## src/rtl/input_command_scheduler.sv

```systemverilog
`default_nettype none
// ============================================================================
// input_command_scheduler: key levels -> prioritised valid/ready command stream
// with left/right auto-repeat.                                        Rev 1.0
// ============================================================================
module input_command_scheduler #(
  parameter int DAS_CYCLES    = 20000000,
  parameter int REPEAT_CYCLES = 5000000
) (
  input  logic       clk,
  input  logic       rst,
  input  logic       up,
  input  logic       left,
  input  logic       right,
  input  logic       enter,
  input  logic       enable,
  input  logic       cmd_ready,
  output logic       cmd_valid,
  output logic [1:0] cmd_code,
  output logic       overrun
);

  localparam int MAX_CYCLES = (DAS_CYCLES > REPEAT_CYCLES) ? DAS_CYCLES : REPEAT_CYCLES;
  localparam int CNT_W      = (MAX_CYCLES > 2) ? $clog2(MAX_CYCLES) : 1;
  localparam logic [CNT_W-1:0] DAS_LAST = CNT_W'(DAS_CYCLES - 1);
  localparam logic [CNT_W-1:0] REP_LAST = CNT_W'(REPEAT_CYCLES - 1);

  typedef enum logic [1:0] {
    IDLE   = 2'd0,
    DELAY  = 2'd1,
    REPEAT = 2'd2
  } state_t;

  state_t           state, state_n;
  logic             dir, dir_n;        // 0 = left, 1 = right (matches cmd_code)
  logic [CNT_W-1:0] cnt, cnt_n;
  logic [1:0]       rep;

  // Bit index equals cmd_code: 0 left, 1 right, 2 rotate, 3 enter.
  logic [3:0] keys, key_q, press, events, pend, pend_n, sel;
  logic [1:0] sel_code;
  logic       can_load, drop, held_track, held_other;

  assign keys       = {enter, up, right, left};
  assign press      = keys & ~key_q;
  assign held_track = dir ? right : left;
  assign held_other = dir ? left : right;

  always_ff @(posedge clk) begin
    if (rst) begin
      state <= IDLE;
      dir   <= 1'b0;
      cnt   <= '0;
    end else begin
      state <= state_n;
      dir   <= dir_n;
      cnt   <= cnt_n;
    end
  end

  always_comb begin
    state_n = state;
    dir_n   = dir;
    cnt_n   = cnt;
    rep     = 2'b00;
    case (state)
      IDLE: begin
        if (left ^ right) begin
          state_n = DELAY;
          dir_n   = right;
          cnt_n   = '0;
        end
      end
      DELAY, REPEAT: begin
        if (left && right) begin
          state_n = IDLE;
          cnt_n   = '0;
        end else if (!held_track) begin
          // Opposite key taking over on the same edge restarts the delay.
          state_n = held_other ? DELAY : IDLE;
          dir_n   = held_other ? ~dir : dir;
          cnt_n   = '0;
        end else if (cnt == ((state == DELAY) ? DAS_LAST : REP_LAST)) begin
          rep[dir] = 1'b1;
          state_n  = REPEAT;
          cnt_n    = '0;
        end else begin
          cnt_n = cnt + 1'b1;
        end
      end
      default: begin
        state_n = IDLE;
        cnt_n   = '0;
      end
    endcase
    if (!enable) begin
      state_n = IDLE;
      cnt_n   = '0;
      rep     = 2'b00;
    end
  end

  always_comb begin
    events   = enable ? (press | {2'b00, rep}) : 4'b0000;
    can_load = !cmd_valid || cmd_ready;
    sel      = 4'b0000;
    sel_code = 2'd0;
    if (enable && can_load) begin
      if (pend[3]) begin
        sel = 4'b1000; sel_code = 2'd3;
      end else if (pend[2]) begin
        sel = 4'b0100; sel_code = 2'd2;
      end else if (pend[0]) begin
        sel = 4'b0001; sel_code = 2'd0;
      end else if (pend[1]) begin
        sel = 4'b0010; sel_code = 2'd1;
      end
    end
    // A set on the load edge of the same command wins and is not a drop.
    drop   = |(events & pend & ~sel);
    pend_n = enable ? ((pend & ~sel) | events) : 4'b0000;
  end

  always_ff @(posedge clk) begin
    if (rst) begin
      key_q     <= 4'b0000;
      pend      <= 4'b0000;
      overrun   <= 1'b0;
      cmd_valid <= 1'b0;
      cmd_code  <= 2'd0;
    end else begin
      key_q <= keys;
      pend  <= pend_n;
      if (drop) overrun <= 1'b1;
      if (can_load) begin
        cmd_valid <= |sel;
        if (|sel) cmd_code <= sel_code;
      end
    end
  end

endmodule
`default_nettype wire

```

## config.mk

```make
export PLATFORM = sky130hd
export DESIGN_NAME = input_command_scheduler
export DESIGN_NICKNAME = d
export VERILOG_FILES = /design/src/rtl/input_command_scheduler.sv
export SDC_FILE = /design/constraint.sdc
export NUM_CORES = 1
export LEC_CHECK = 0
export CAP_MARGIN = 15
export CORE_MARGIN = 3
export CORE_UTILIZATION = 63
export CTS_CLUSTER_SIZE = 28
export DETAILED_ROUTE_END_ITERATION = 16
export PLACE_DENSITY = 0.81
export SETUP_SLACK_MARGIN = 0.05
export SLEW_MARGIN = 20
export SYNTH_ARGS = -nofsm -noshare
export SYNTH_HDL_FRONTEND = slang
export SYNTH_SLANG_ARGS = --single-unit
```

## constraint.sdc

```tcl
create_clock -name clk -period 4.37 [get_ports clk]
set_clock_uncertainty 0.1 [all_clocks]
set_input_delay 0.874 -clock clk [delete_from_list [all_inputs] [get_ports clk]]
set_output_delay 0.874 -clock clk [all_outputs]
set_load 0.02 [all_outputs]
```

== Word level (Yosys, flattened, before mapping) ==
Index checks and enable logic that the tools add are counted.
W data, S select, Z words.

* Bitwise operators: 11
* $lt $le $gt $ge: 2
* Mux-type cells: 37
* Reductions and logical operators: 14
* Add/subtract/negate cells: 1
* Equality and inequality tests: 8

{| class="wikitable"
|+ Operator list
! kind !! count
|-
| $mux W25 || 5
|-
| $pmux W25 S2 || 1
|-
| $mux W2 || 14
|-
| $add A25 B1 Y25 const B || 1
|-
| $eq A25 B25 Y1 || 1
|-
| $and A4 B4 Y4 || 4
|-
| $mux W4 || 3
|-
| $mux W1 || 10
|-
| $ne A2 B2 Y1 const B || 4
|-
| $not A4 Y4 || 2
|-
| $reduce_or A4 Y1 || 2
|-
| $reduce_and A5 Y1 || 1
|-
| $ne A4 B4 Y1 const B || 1
|-
| $or A4 B2 Y4 || 1
|-
| $or A4 B4 Y4 || 1
|-
| $pmux W2 S2 || 1
|-
| $reduce_and A2 Y1 || 2
|-
| $reduce_or A2 Y1 || 2
|-
| $logic_and A1 B1 Y1 || 3
|-
| $mux W3 || 1
|-
| $eq A2 B1 Y1 const B || 1
|-
| $eq A2 B2 Y1 const B || 1
|-
| $logic_not A2 Y1 || 1
|-
| $lt A1 B2 Y1 const B || 1
|-
| 8 further kinds || 9
|}

* Output and inout port bits: 4
* Logic and storage cells: 81
* Register bits after elaboration: 40

== Longest topological paths before layout ==
* Depth after elaboration: 14
* Depth in mapped cells: 8

== Least setup slack after synthesis ==
OpenSTA, ideal clock, no wires.

* Kind: input to register
* From: input left
* To: register cnt[19]
* Setup time: 0.115 ns
* Arrival: 2.366 ns
* Path buffers: 1
* Cell stages on the path: 7
* Required time: 4.155 ns
* Slack: 1.789 ns
* Path through: ha_1 -> nor2b_1 -> or4b_1 -> buf_2 -> nor4_1 -> xnor2_1 -> nor2_1

* Longest elaborated chain between the ends: 4
* Elaborated cells on any way between the ends: 7

{| class="wikitable"
|+ Ends and longest elaborated chain
! element !! line !! source
|-
| start, declared || 13 || <nowiki>input logic left,</nowiki>
|-
| $mux W1 || 46 || <nowiki>assign held_track = dir ? right : left;</nowiki>
|-
| $mux W25 || 78 || <nowiki>end else if (!held_track) begin</nowiki>
|-
| $mux W25 || 75 || <nowiki>if (left && right) begin</nowiki>
|-
| $pmux W25 S2 || 66 || <nowiki>case (state)</nowiki>
|-
| end signal, assigned || 57 || <nowiki>cnt <= cnt_n;</nowiki>
|-
| end, declared || 36 || <nowiki>logic [CNT_W-1:0] cnt, cnt_n;</nowiki>
|}

Several ways; a longest one is shown, not always the timed one.
A chain may end at the register's enable or synchronous reset.

== Worst setup path after layout ==
* From: input right
* To: register cnt[24]

* Longest elaborated chain between the ends: 4
* Elaborated cells on any way between the ends: 7

{| class="wikitable"
|+ Ends and longest elaborated chain
! element !! line !! source
|-
| start, declared || 14 || <nowiki>input logic right,</nowiki>
|-
| $mux W1 || 46 ||
|-
| $mux W25 || 78 ||
|-
| $mux W25 || 75 ||
|-
| $pmux W25 S2 || 66 ||
|}

Several ways; a longest one is shown, not always the timed one.

==> summary.txt <==
STA
  • Final period utilization: a little over two thirds
  • Total count of hold-check failures in the final report: 0
  • Final critical-path setup slack: 1330 ps
  • RSZ-0062 raised after global routing: no
  • Maximum frequency from static timing analysis: around 330 MHz
  • Max_slew headroom: 61.1%
  • Slew at the pin closest to its max-slew limit: around 580 ps
  • Fin Setup TNS: 0 ps
  • Count of final max-slew check failures: 0
  • Tmin final: 3040 ps
  • Final setup vio count: 0

Routing
  • Number of search-and-repair iterations in the first detailed-routing pass: 4
  • Count of nets left with antenna violations after detail routing: 0
  • Final WL: 4240 um
  • Wire per inst: 13.8 um
  • Count of vias placed by the detailed router: 1,782
  • DRT iter0 DRCs: 239
  • Post-route DRC violation count: 0
  • Vias/cell: 5.82

Yosys
  • Proportion of netlist area held by the largest area contributor: 37.5%
  • Main synth FF type: sky130_fd_sc_hd__dfxtp_1
  • Number of instances in the synthesized netlist: 252
  • Number of enable flip-flop cells after synthesis: 0
  • Post-synthesis sequential area ratio: a little under two fifths
  • Area share of and/or/nand/nor cells after synthesis: around a third
  • Adder-cell area share of the yosys netlist: 2.93%
  • Post-synthesis register bit count: 40
  • Syn Nets: 265
  • Count of different cell masters after synthesis: between 50 and 60
  • Synth Area in Compound Gates: ~11%
  • Fraction of synthesized cell area in xor and xnor cells: under 10%
  • Yosys warnings: 0
  • Largest cells by area after synthesis: sky130_fd_sc_hd__dfxtp_1, sky130_fd_sc_hd__nor2_1, sky130_fd_sc_hd__xnor2_1, sky130_fd_sc_hd__nand2_1, sky130_fd_sc_hd__nor2b_1
  • Library cell with the highest instance count after synthesis: sky130_fd_sc_hd__nor2_1
  • Most frequent cells after synthesis: sky130_fd_sc_hd__nor2_1, sky130_fd_sc_hd__dfxtp_1, sky130_fd_sc_hd__nand2_1
  • Async set or reset register ratio after synthesis: 0%
  • Cell type with the largest total area after synthesis: sky130_fd_sc_hd__dfxtp_1
  • Fraction of synthesized area in multiplexers: 0.937%
  • Dominant combinational cell family by area after synthesis: simple AND/OR/NAND/NOR gates
  • Post-synth design cell area: 2140 sq um
  • Mean instance size in the synthesized netlist: 8.48 sq um

Clocking
  • # hold bufs at CTS: 0
  • Number of resized instances in the post-cts repair step: 0
  • # Post-CTS Setup Buffers: 0
  • TritonCTS clock tree: built
  • Insertion delay of the later-clocked pin in the worst-skew pair: 350 ps
  • CTS H-tree lvls: 2
  • Bufs on Longest Clock Path: 2
  • Root buffer cell: sky130_fd_sc_hd__clkbuf_4
  • Num Clock Sinks: 40
  • Clock slew seen by the registers of the worst setup and hold paths: 120 ps
  • Total CTS buffers: 5

Placed design
  • Buffers on Ports: 11
  • Setup slack after placement: 982 ps
  • RD Place Congestion: 0.822
  • Detail Placement HPWL: between 3000 and 4000 um
  • Cells after DPL: 298

Worst setup path
  • Flop-to-flop setup slack: 1680 ps
  • CP startpoint kind: input pin
  • Crit path DAT: 3160 ps
  • Type of the worst setup path: in2reg
  • Worst Path Max Fanout: 10
  • Crit end category: flip-flop
  • Critical path's slowest cell: sky130_fd_sc_hd__clkdlybuf4s50_1
  • Cells along the critical path: clkdlybuf4s50_1, ha_1, nand2b_1, nand4_1, nor4_1, xnor2_1, nor2_1
  • Largest incremental delay on the critical path: 510 ps
  • Endpoint required time on the critical path: 4490 ps
  • Worst Reg-to-Reg Cells: 8

Hold path
  • Worst hold stages: 2
  • Worst hold path type: reg2reg

Die
  • Full die area: 4120 sq um
  • Die H: around 64 um
  • Row cnt: 20
  • Die Span X: between 60 and 70 um
  • Initial standard-cell utilization of the core: 67.7%
  • Top-level I/O count: 12
  • Core Footprint: 3150 sq um

Layout
  • Net total in the final layout: 274
  • Area overhead of the layout relative to synthesis: 8.20%
  • Ant. Diodes: 0
  • Count of non-filler cells in the finished layout: 306
  • Post-route core utilization: 73.3%
  • Fraction of final layout cells sized beyond drive strength 1: 6.11%

GRT
  • Initial antenna violation count: 0
  • Number of global-route vias before repair: approximately 1,700
  • First-pass GRT wire length: 7870 um
  • Maximum number of pins on one net before global-route repair: 15
  • All-Layer GR Usage: 23.6%
  • Total gr overflow: 0

Status
  • Result of the run: complete, no violations

Run
  • Max capacitance violation total: 0

Power and ir drop
  • Ratio of total power to cell area: 275 nW/um^2
  • Leakage power figure: 0.000755 uW
  • Worst IR drop on VDD: roughly 0.23 mV
  • Pwr Total: 636 uW
-- power breakdown --
part           switching [uW]  internal, uW  total [uW]
Sequential               6.58           372         378
Clock                     120          76.7         197
Combinational            34.8          25.9        60.7
-- final timing paths --
check | from | to
setup reg to reg | state[1] | state[0]
hold / removal | cmd_code[1] | cmd_code[1]
setup / recovery | right | cnt[24]
hold reg to reg | cmd_code[1] | cmd_code[1]
-- metal layers --
| metal | vias up | share of wire [%] | global-route usage, % | wire length [um] |
|---|---|---|---|---|
| li1 | 912 | - | - | - |
| met1 | 815 | 50 | 33.8 | 2140 |
| met2 | 49 | 44 | 36.6 | 1850 |
| met3 | 6 | 5.3 | 4.39 | 226 |
| met4 | 0 | 0.64 | 5.80 | 27 |
| met5 | - | 0 | 0 | 0 |
-- worst max-delay path: cells and delay by family --
kind	cells	cell delay (ps)
XOR/XNOR	1	170
adder cells (fa/ha/maj)	1	360
buffers and inverters	1	510
AND/OR/NAND/NOR	4	1240
-- stage by stage --
step                cell area [sq um]  hold WS, ps
global route                     2310          438
floorplan                        2140          349
global placement                 2250          362
finish                           2310          387
detailed placement               2250          373
CTS                              2310          391
-- cells by family (layout without fill, tap and decap cells) --
group / after synthesis / after routing
and+or+nand+nor: 130 / 130
DFF: 40 / 40
AOI/OAI and AO/OA: 34 / 34
xor gates and xnor gates: 24 / 24
buffers and inverters: 17 / 27
adders and majority gates: 5 / 5
muxes: 2 / 2
-- layout make-up --
type                    count  area [sq um]
multi-input cells         195          1250
clock inverters             2          10.0
flip-flops and latches     40           801
well taps                  44          55.1
repair buffers             12           118
inverters                   7          26.3
fillers                   272           842
clock buffers               6          51.3
-- flip-flops by register name, summed over array words and instances, names as in the netlist --
signal / flops
cmd_code: 2
cmd_valid: 1
cnt: 25
dir: 1
key_q: 4
overrun: 1
pend: 4
state: 2
-- cells in the final DEF, fill, tap and decap left out, drive strengths merged, types with 3 or more instances in the layout --
cell type	Yosys	final
dfxtp	40	40
clkdlybuf4s50	0	11
nor4	8	8
nand2	20	20
nand4b	3	3
nand4	5	5
nand2b	4	4
nor3	5	5
inv	7	7
xor2	5	5
nor2	45	45
clkbuf	4	6
a21oi	11	11
and3	4	4
nand3	5	5
and4	5	5
nor2b	11	11
o21ai	5	5
nor4b	3	3
nand3b	3	3
or4b	3	3
ha	5	5
xnor2	19	19
Note: power is estimated with default switching activity, not from simulation.
